[src/rtl/fetch_pkg.sv]
// Shared definitions for the instruction-fetch stage: RISC-V field
// positions, the fetch-queue entry layout and PC alignment helper.
package fetch_pkg;

   // RISC-V base-format field positions within a 32-bit instruction
   localparam int OP_LSB  = 0;
   localparam int OP_MSB  = 6;
   localparam int RD_LSB  = 7;
   localparam int RS1_LSB = 15;
   localparam int RS2_LSB = 20;
   localparam int IMM_LSB = 20;

   localparam int OP_W  = 7;
   localparam int REG_W = 5;
   localparam int IMM_W = 12;

   localparam int INSTR_BYTES = 4;

   // One buffered instruction together with the PC it was fetched from
   typedef struct packed {
      logic [31:0] pc;
      logic [31:0] instr;
   } fq_entry_t;

   // Clear the low bits so a redirect target is always instruction aligned
   function automatic logic [31:0] align_pc(input logic [31:0] a);
      return a & ~32'(INSTR_BYTES - 1);
   endfunction

endpackage

[src/rtl/fetch_queue.sv]
// Synchronous FIFO with flush, parameterised on depth (power of two) and
// entry type. Push while full is accepted only together with a pop.
module fetch_queue
   import fetch_pkg::*;
#(
   parameter int  DEPTH = 4,
   parameter type T     = logic [31:0],
   localparam int AW    = $clog2(DEPTH),
   localparam int CW    = $clog2(DEPTH + 1)
) (
   input  logic          clock,
   input  logic          reset,
   input  logic          push,
   input  logic          pop,
   input  logic          flush,
   input  T              wdata,
   output T              rdata,
   output logic [CW-1:0] count,
   output logic          full,
   output logic          empty
);

   T              mem [DEPTH];
   logic [AW-1:0] rd_ptr;
   logic [AW-1:0] wr_ptr;
   logic          do_push;
   logic          do_pop;

   assign empty   = (count == '0);
   assign full    = (count == CW'(DEPTH));
   assign do_pop  = pop && !empty;
   assign do_push = push && (!full || do_pop);
   assign rdata   = mem[rd_ptr];

   // Pointer and occupancy tracking; flush empties the queue in one edge
   always_ff @(posedge clock or posedge reset) begin
      if (reset) begin
         rd_ptr <= '0;
         wr_ptr <= '0;
         count  <= '0;
      end else if (flush) begin
         rd_ptr <= '0;
         wr_ptr <= '0;
         count  <= '0;
      end else begin
         if (do_push) wr_ptr <= wr_ptr + 1'b1;
         if (do_pop)  rd_ptr <= rd_ptr + 1'b1;
         count <= count + CW'(do_push) - CW'(do_pop);
      end
   end

   // Storage array; contents need no reset since count gates visibility
   always_ff @(posedge clock) begin
      if (do_push && !flush) mem[wr_ptr] <= wdata;
   end

endmodule

[src/rtl/fetch_unit.sv]
// Pipelined instruction-fetch stage. Issues credit-limited requests over a
// req/gnt/rvalid handshake, tags each grant with its PC, buffers returned
// words and presents the head instruction to decode. A redirect flushes the
// queue and drops every response still in flight.
// Optional feature macro: FETCH_PERF_CNT_EN (stall / flush counters).
module fetch_unit
   import fetch_pkg::*;
#(
   parameter int          XLEN     = 32,
   parameter logic [31:0] RESET_PC = 32'h0000_0000,
   parameter int          FQ_DEPTH = 4
) (
   input  logic            clock,
   input  logic            reset,
   output logic            imem_req,
   output logic [XLEN-1:0] imem_addr,
   input  logic            imem_gnt,
   input  logic            imem_rvalid,
   input  logic [XLEN-1:0] imem_rdata,
   input  logic            d_ready,
   input  logic            br_en,
   input  logic [XLEN-1:0] br_addr,
   output logic            f_valid,
   output logic [XLEN-1:0] f_pc,
   output logic [6:0]      op,
   output logic [4:0]      rs1,
   output logic [4:0]      rs2,
   output logic [4:0]      rd,
   output logic [11:0]     imm
`ifdef FETCH_PERF_CNT_EN
  ,output logic [31:0]     fetch_stall_cnt,
   output logic [31:0]     fetch_flush_cnt
`endif
);

   localparam int          CW      = $clog2(FQ_DEPTH + 1);
   localparam logic [CW:0] DEPTH_C = (CW+1)'(FQ_DEPTH);

   logic [XLEN-1:0] pc;
   logic [CW-1:0]   outstanding;
   logic [CW-1:0]   discard;
   logic [CW-1:0]   out_nxt;
   logic [CW-1:0]   q_count;
   logic [CW-1:0]   tag_count;
   logic            q_full, q_empty;
   logic            tag_full, tag_empty;
   fq_entry_t       q_wdata, q_head;
   logic [31:0]     tag_head;
   logic            gnt_fire, resp_keep, q_push, q_pop;

   // Credits cover both buffered words and words still on the way back,
   // so the queue can never be asked to take more than it holds.
   assign imem_req  = !reset && !br_en &&
                      (({1'b0, q_count} + {1'b0, outstanding}) < DEPTH_C);
   assign imem_addr = pc;
   assign gnt_fire  = imem_req && imem_gnt;
   assign resp_keep = imem_rvalid && (discard == '0);
   assign out_nxt   = outstanding + CW'(gnt_fire) - CW'(imem_rvalid);

   // Redirect wins over both queue push and pop in the same cycle
   assign q_push  = resp_keep && !br_en;
   assign q_pop   = !q_empty && d_ready && !br_en;
   assign q_wdata = '{pc: tag_head, instr: imem_rdata};

   // Issue-PC tags: written on grant, consumed by each kept response
   fetch_queue #(.DEPTH(FQ_DEPTH), .T(logic [31:0])) u_tag_q (
      .clock (clock),
      .reset (reset),
      .push  (gnt_fire),
      .pop   (resp_keep),
      .flush (br_en),
      .wdata (pc),
      .rdata (tag_head),
      .count (tag_count),
      .full  (tag_full),
      .empty (tag_empty)
   );

   // Instruction queue holding {pc, word} pairs for decode
   fetch_queue #(.DEPTH(FQ_DEPTH), .T(fq_entry_t)) u_instr_q (
      .clock (clock),
      .reset (reset),
      .push  (q_push),
      .pop   (q_pop),
      .flush (br_en),
      .wdata (q_wdata),
      .rdata (q_head),
      .count (q_count),
      .full  (q_full),
      .empty (q_empty)
   );

   // PC, in-flight and drop-count bookkeeping
   always_ff @(posedge clock or posedge reset) begin
      if (reset) begin
         pc          <= RESET_PC;
         outstanding <= '0;
         discard     <= '0;
      end else begin
         outstanding <= out_nxt;
         if (br_en) begin
            pc      <= align_pc(br_addr);
            // Everything still in flight after this edge belongs to the
            // old path and must be dropped when it returns.
            discard <= out_nxt;
         end else begin
            if (gnt_fire) pc <= pc + XLEN'(INSTR_BYTES);
            if (imem_rvalid && (discard != '0)) discard <= discard - 1'b1;
         end
      end
   end

   // Decode view of the queue head; all zero while the queue is empty
   always_comb begin
      f_valid = !q_empty;
      f_pc    = '0;
      op      = '0;
      rs1     = '0;
      rs2     = '0;
      rd      = '0;
      imm     = '0;
      if (!q_empty) begin
         f_pc = q_head.pc;
         op   = q_head.instr[OP_MSB:OP_LSB];
         rd   = q_head.instr[RD_LSB  +: REG_W];
         rs1  = q_head.instr[RS1_LSB +: REG_W];
         rs2  = q_head.instr[RS2_LSB +: REG_W];
         imm  = q_head.instr[IMM_LSB +: IMM_W];
      end
   end

`ifdef FETCH_PERF_CNT_EN
   // Saturating counters: decode starved cycles and redirect cycles
   always_ff @(posedge clock or posedge reset) begin
      if (reset) begin
         fetch_stall_cnt <= '0;
         fetch_flush_cnt <= '0;
      end else begin
         if (d_ready && q_empty && (fetch_stall_cnt != '1))
            fetch_stall_cnt <= fetch_stall_cnt + 1'b1;
         if (br_en && (fetch_flush_cnt != '1))
            fetch_flush_cnt <= fetch_flush_cnt + 1'b1;
      end
   end
`else
   // Performance counters are not built in this configuration.
`endif

   // Bookkeeping sanity: drops never exceed in-flight, in-flight never
   // exceeds the credit limit, and tags line up with kept responses.
   a_credit : assert property (@(posedge clock) disable iff (reset)
      (discard <= outstanding) && (outstanding <= CW'(FQ_DEPTH)));
   a_tags : assert property (@(posedge clock) disable iff (reset)
      (tag_count == (outstanding - discard)) && !(tag_full && imem_req));
   a_tag_avail : assert property (@(posedge clock) disable iff (reset)
      !(resp_keep && tag_empty));
   a_no_ovf : assert property (@(posedge clock) disable iff (reset)
      !(q_push && q_full && !q_pop));

endmodule

[config.mk]
export PLATFORM = sky130hd
export DESIGN_NAME = fetch_unit
export DESIGN_NICKNAME = d
export VERILOG_FILES = /design/src/rtl/fetch_pkg.sv /design/src/rtl/fetch_queue.sv /design/src/rtl/fetch_unit.sv
export SDC_FILE = /design/constraint.sdc
export NUM_CORES = 1
export LEC_CHECK = 0
export CAP_MARGIN = 15
export CELL_PAD_IN_SITES_DETAIL_PLACEMENT = 1
export CELL_PAD_IN_SITES_GLOBAL_PLACEMENT = 1
export CORE_AREA = 4 4 193 242
export DETAILED_ROUTE_END_ITERATION = 8
export DIE_AREA = 0 0 197 246
export PLACE_DENSITY = 0.67
export SETUP_SLACK_MARGIN = 0.02
export SLEW_MARGIN = 30
export SYNTH_ARGS = -nofsm -noshare
export SYNTH_HDL_FRONTEND = slang
export SYNTH_HIERARCHICAL = 1
export SYNTH_SLANG_ARGS = --single-unit
[constraint.sdc]
create_clock -name clock -period 3.97 [get_ports clock]
set_clock_uncertainty 0.15 [all_clocks]
set_input_delay 0.397 -clock clock [delete_from_list [all_inputs] [get_ports clock]]
set_output_delay 0.397 -clock clock [all_outputs]
set_load 0.02 [all_outputs]
Word-level counts from Yosys, hierarchy flattened:

Memories as Yosys holds them, arrays and structs flattened.
Cells that the tools add are included.

* add/sub/neg operators: 13
* $mul: 0
* div/mod/pow operators: 0
* magnitude comparators: 1
* eq/ne operators: 2
* shifts and indexed selects: 0
* muxes and demuxes: 24
* bitwise logic cells: 0
* reductions and logical operators: 32

Operator list (count)
* two-way mux 32 bit: 3
* adder 32 x 3 -> 32 bit, second input constant: 1
* two-way mux 2 bit: 8
* two-way mux 5 bit: 3
* logical AND 1 bit: 14
* two-way mux 12 bit: 1
* two-way mux 3 bit: 4
* nonzero test 2 bit: 6
* adder 3 x 1 -> 3 bit: 3
* logical NOT 3 bit: 3
* subtractor 3 x 1 -> 3 bit: 3
* adder 2 x 1 -> 2 bit, second input constant: 4
* two-way mux 7 bit: 1
* == test 3 bit, second input constant: 2
* logical NOT 1 bit: 6
* adder 3 x 3 -> 4 bit: 1
* < comparator 4 x 3 -> 1 bit, second input constant: 1
* two-way mux 1 bit: 4
* nonzero test 3 bit: 1
* subtractor 3 x 1 -> 3 bit, second input constant: 1
* logical OR 1 bit: 2

* register bits: 52
* latch bits: 0
* RAM bits: 384
* memory bits (read-only): 0
* output and inout bits: 100
* logic and storage cells: 83
* memories kept: 2

Memory list
* u_instr_q.mem: words 4, bits a word 64, rd ports 1, clocked after Yosys merged registers in 0, wr ports 1, RTL line fetch_queue.sv:23 `T mem [DEPTH];`
* u_tag_q.mem: words 4, bits a word 32, rd ports 1, clocked after Yosys merged registers in 0, wr ports 1, RTL line fetch_queue.sv:23

Logic depth before layout (Yosys ltp):

* depth in word-level cells: 10
* gate-level depth with buffers: 12

By module:

The synthesis kept the hierarchy.

Modules (own cells, without submodules)
* fetch_queue (u_instr_q): times used 1, cells each 380, area each 9721.8 um2, seq. area each 7862.5 um2
* fetch_queue (u_tag_q): times used 1, cells each 214, area each 5116.2 um2, seq. area each 4018.9 um2
* fetch_unit: times used 1, cells each 345, area each 2722.6 um2, seq. area each 900.9 um2

Worst setup path before layout:

OpenSTA, ideal clock, no wires.

* kind: register to register
* from: register u_instr_q.count[1]
* to: memory u_instr_q/mem[0][0] in the netlist's numbering (enable)
* setup time: 0.429 ns
* arrival time: 3.054 ns
* path slack: 0.337 ns
* cell stages (with the launch flop): 7
* clock period less this slack: 3.633 ns
* cells stage by stage: dfrtp_1 -> nor3_1 -> inv_1 -> and3_1 -> nor4b_4 -> nor3b_1 -> and2_1

* longest elaborated chain between the ends: 10
* elaborated cells on any way between the ends: 12
* those cells by class: eq/ne (1); mux (2); reduce/logical (9)

Ends and longest elaborated chain
* start, declared: RTL line fetch_queue.sv:18 `output logic [CW-1:0] count,`
* start signal, assigned: RTL line fetch_queue.sv:48 `count <= count + CW'(do_push) - CW'(do_pop);`
* logical NOT 3 bit: RTL line fetch_queue.sv:29 `assign empty = (count == '0);`
* named net q_empty: RTL line fetch_unit.sv:45 `logic q_full, q_empty;`
* logical NOT 1 bit
* named net f_valid: RTL line fetch_unit.sv:23 `output logic f_valid,`
* logical AND 1 bit (2 in series): RTL line fetch_unit.sv:62 `assign q_pop = !q_empty && d_ready && !br_en;`
* named net q_pop: RTL line fetch_unit.sv:49 `logic gnt_fire, resp_keep, q_push, q_pop;`
* logical AND 1 bit: RTL line fetch_queue.sv:31 `assign do_pop = pop && !empty;`
* logical OR 1 bit: RTL line fetch_queue.sv:32 `assign do_push = push && (!full || do_pop);`
* logical AND 1 bit: RTL line fetch_queue.sv:32
* logical AND 1 bit: RTL line fetch_queue.sv:54 `if (do_push && !flush) mem[wr_ptr] <= wdata;`
* two-way mux 1 bit: RTL line fetch_queue.sv:54
* two-way mux 1 bit (implied by the code): RTL line fetch_queue.sv:54
* end, declared: RTL line fetch_queue.sv:23

The timed path passes the listed nets, and every way through them passes these cells.

==> flow_summary.toml <==
[placement]
place.gp.congestion = 0.777
dpl_worst_slack_ns = 0.851
dpl.hpwl_um = 22800
io_buffers = 162
post-place-cells = 1636

[drt]
routed_via_density = 5.16
wl_um = 36300
postRouteAntennaNets = 0
avgRoutedWirePerCell_um = 21.2
vias = 8843
dr.first_iter.drc_count = 479
post-route-drc-count = 0
drt_pass1_iterations = 4

[synthesis]
avgSynthCellArea_sq_um = 18.6
synthCells = 921
synth_area_sq_mm = 0.0171
yosysWarnings = 6

[global_routing]
grt_pass1_wl_um = 57400
track_usage = 0.151
antenna_found_initial = 0
grt_max_degree = 62
grt_pass1_vias = 9726
grt_overflow = 0

[critical_path]
path_max_fanout = 61
critical-path-top-delay-family = "buffers and inverters"
worstPathArrival_ns = 2.81
reg2regPathDepth = 7
required_ns = 3.42
max_stage_delay_ns = 0.60
critPathLaunchType = "flop"
crit_buf_inv = 2
cp_cell_sequence = "buf_12 -> mux4_2 -> nor2b_1 -> clkdlybuf4s50_1"
crit_type = "reg -> out"
cp.depth = 4
slowest_stage = "clkdlybuf4s50_1"
endpoint_kind = "primary output"

[clocking]
cts_tree = "done"
cts_sinks = 422
cts_inserted_buffers = 44
insertion_delay_ns = 0.55
cts_buffer_depth = 3
root_buffer = "clkbuf_16"
clkTransAtPathRegs_ns = 0.06
cts_resized = 0
post_cts_buffers = 0
cts_hold_buf = 0
h-tree-depth = 2

[finish]
final_cell_mix = "edfxtp_1, clkdlybuf4s50_1, mux4_2, nor2b_1, dfrtp_1"
fillers = 4199
n_antenna_cell = 0
syn_to_final_growth_pct = 21.4
stdcell_count = 1715
final_common_cell = "edfxtp_1"
layout-drive-gt1-share = 0.178
layout.nets = 1200

[sta]
drv_slew = 0
grt_setup_unrepaired = "no"
setup_slack_ns = 0.612
slew_headroom = 0.424
hold_viol = 0
fin_crit_sh = 0.846
min_period_ns = 3.36
finalSetupTns_ns = 0
finalSetupViolCount = 0
fmax_ghz = 0.298
worstMarginPinSlew_ns = 0.863

[pwr]
power_leakage_nw = 6.73
ir_drop_mv = 0.293
pwr_density_cell_mw_per_mm2 = 481

[die]
rows = 86
start_util = 0.388
die_area_sq_mm = 0.0485
die_w_um = 197
fp.coreArea_sq_mm = 0.0441
die_y_um = 246
ios = 170

[min_path]
min_path_type = "in -> async"

[status]
status = "completed"

[run]
drv_cap = 0
## stage by stage
step / hold WS (ns) / util / power (W) / area, sq um
3_5_place_dp: 0.402 / 0.441 / 0.00633 / 19400
6_report: 0.0701 / 0.471 / 0.00999 / 20800
2_1_floorplan: 0.0504 / - / 0.00582 / 17100
3_3_place_gp: 0.389 / 0.441 / 0.00629 / 19400
5_1_grt: 0.0706 / 0.471 / 0.0104 / 20800
4_1_cts: 0.0488 / 0.471 / 0.0102 / 20800
## path summary, 6_finish.rpt
path                                                       from                         endpoint  slack, ns
worst max-delay path            u_instr_q/rd_ptr[0]$_DFFE_PP0P_                          f_pc[6]       0.61
worst min-delay path                                      reset    u_tag_q/wr_ptr[1]$_DFFE_PP0P_       0.07
worst max register to register     u_instr_q/count[1]$_DFF_PP0_     u_tag_q/mem[2][12]$_DFFE_PP_       0.98
worst min register to register         outstanding[0]$_DFF_PP0_         outstanding[0]$_DFF_PP0_       0.40
max in group asynchronous                                 reset         imem_addr[9]$_DFFE_PP0N_       3.02
min in group clock                                        br_en  u_instr_q/rd_ptr[1]$_DFFE_PP0P_       0.07
## metal layers
layer	track usage	wire, um
met5	0	0
met4	0.0369	668
met3	0.0238	1390
met2	0.261	18600
met1	0.202	15600
## flip-flops by register name, summed over array words and instances (netlist names)
name and count:
discard 3, u_instr_q/mem 244, u_instr_q/wr_ptr 2, u_tag_q/mem 128, outstanding 3, u_instr_q/rd_ptr 2, u_tag_q/count 3, u_instr_q/count 3
u_tag_q/rd_ptr 2, imem_addr 30, u_tag_q/wr_ptr 2
## report_power, final
| group | switching [W] | total, W | internal, W |
|---|---|---|---|
| Clock | 0.00163 | 0.00377 | 0.00214 |
| Sequential | 0.000171 | 0.00517 | 0.00500 |
| Combinational | 0.000565 | 0.00105 | 0.000481 |
## area by class of cell
cell class / count / area (sq um) / share of cell area
Timing Repair Buffer: 183 / 1860 / 0.0896
Sequential cell: 422 / 12400 / 0.598
Clock inverter: 21 / 170 / 0.00819
Tap cell: 572 / 716 / 0.0344
Multi-Input combinational cell: 436 / 4350 / 0.210
Inverter: 23 / 86.3 / 0.00415
Clock buffer: 58 / 1160 / 0.0560
Power figures use the tool's default switching activity.
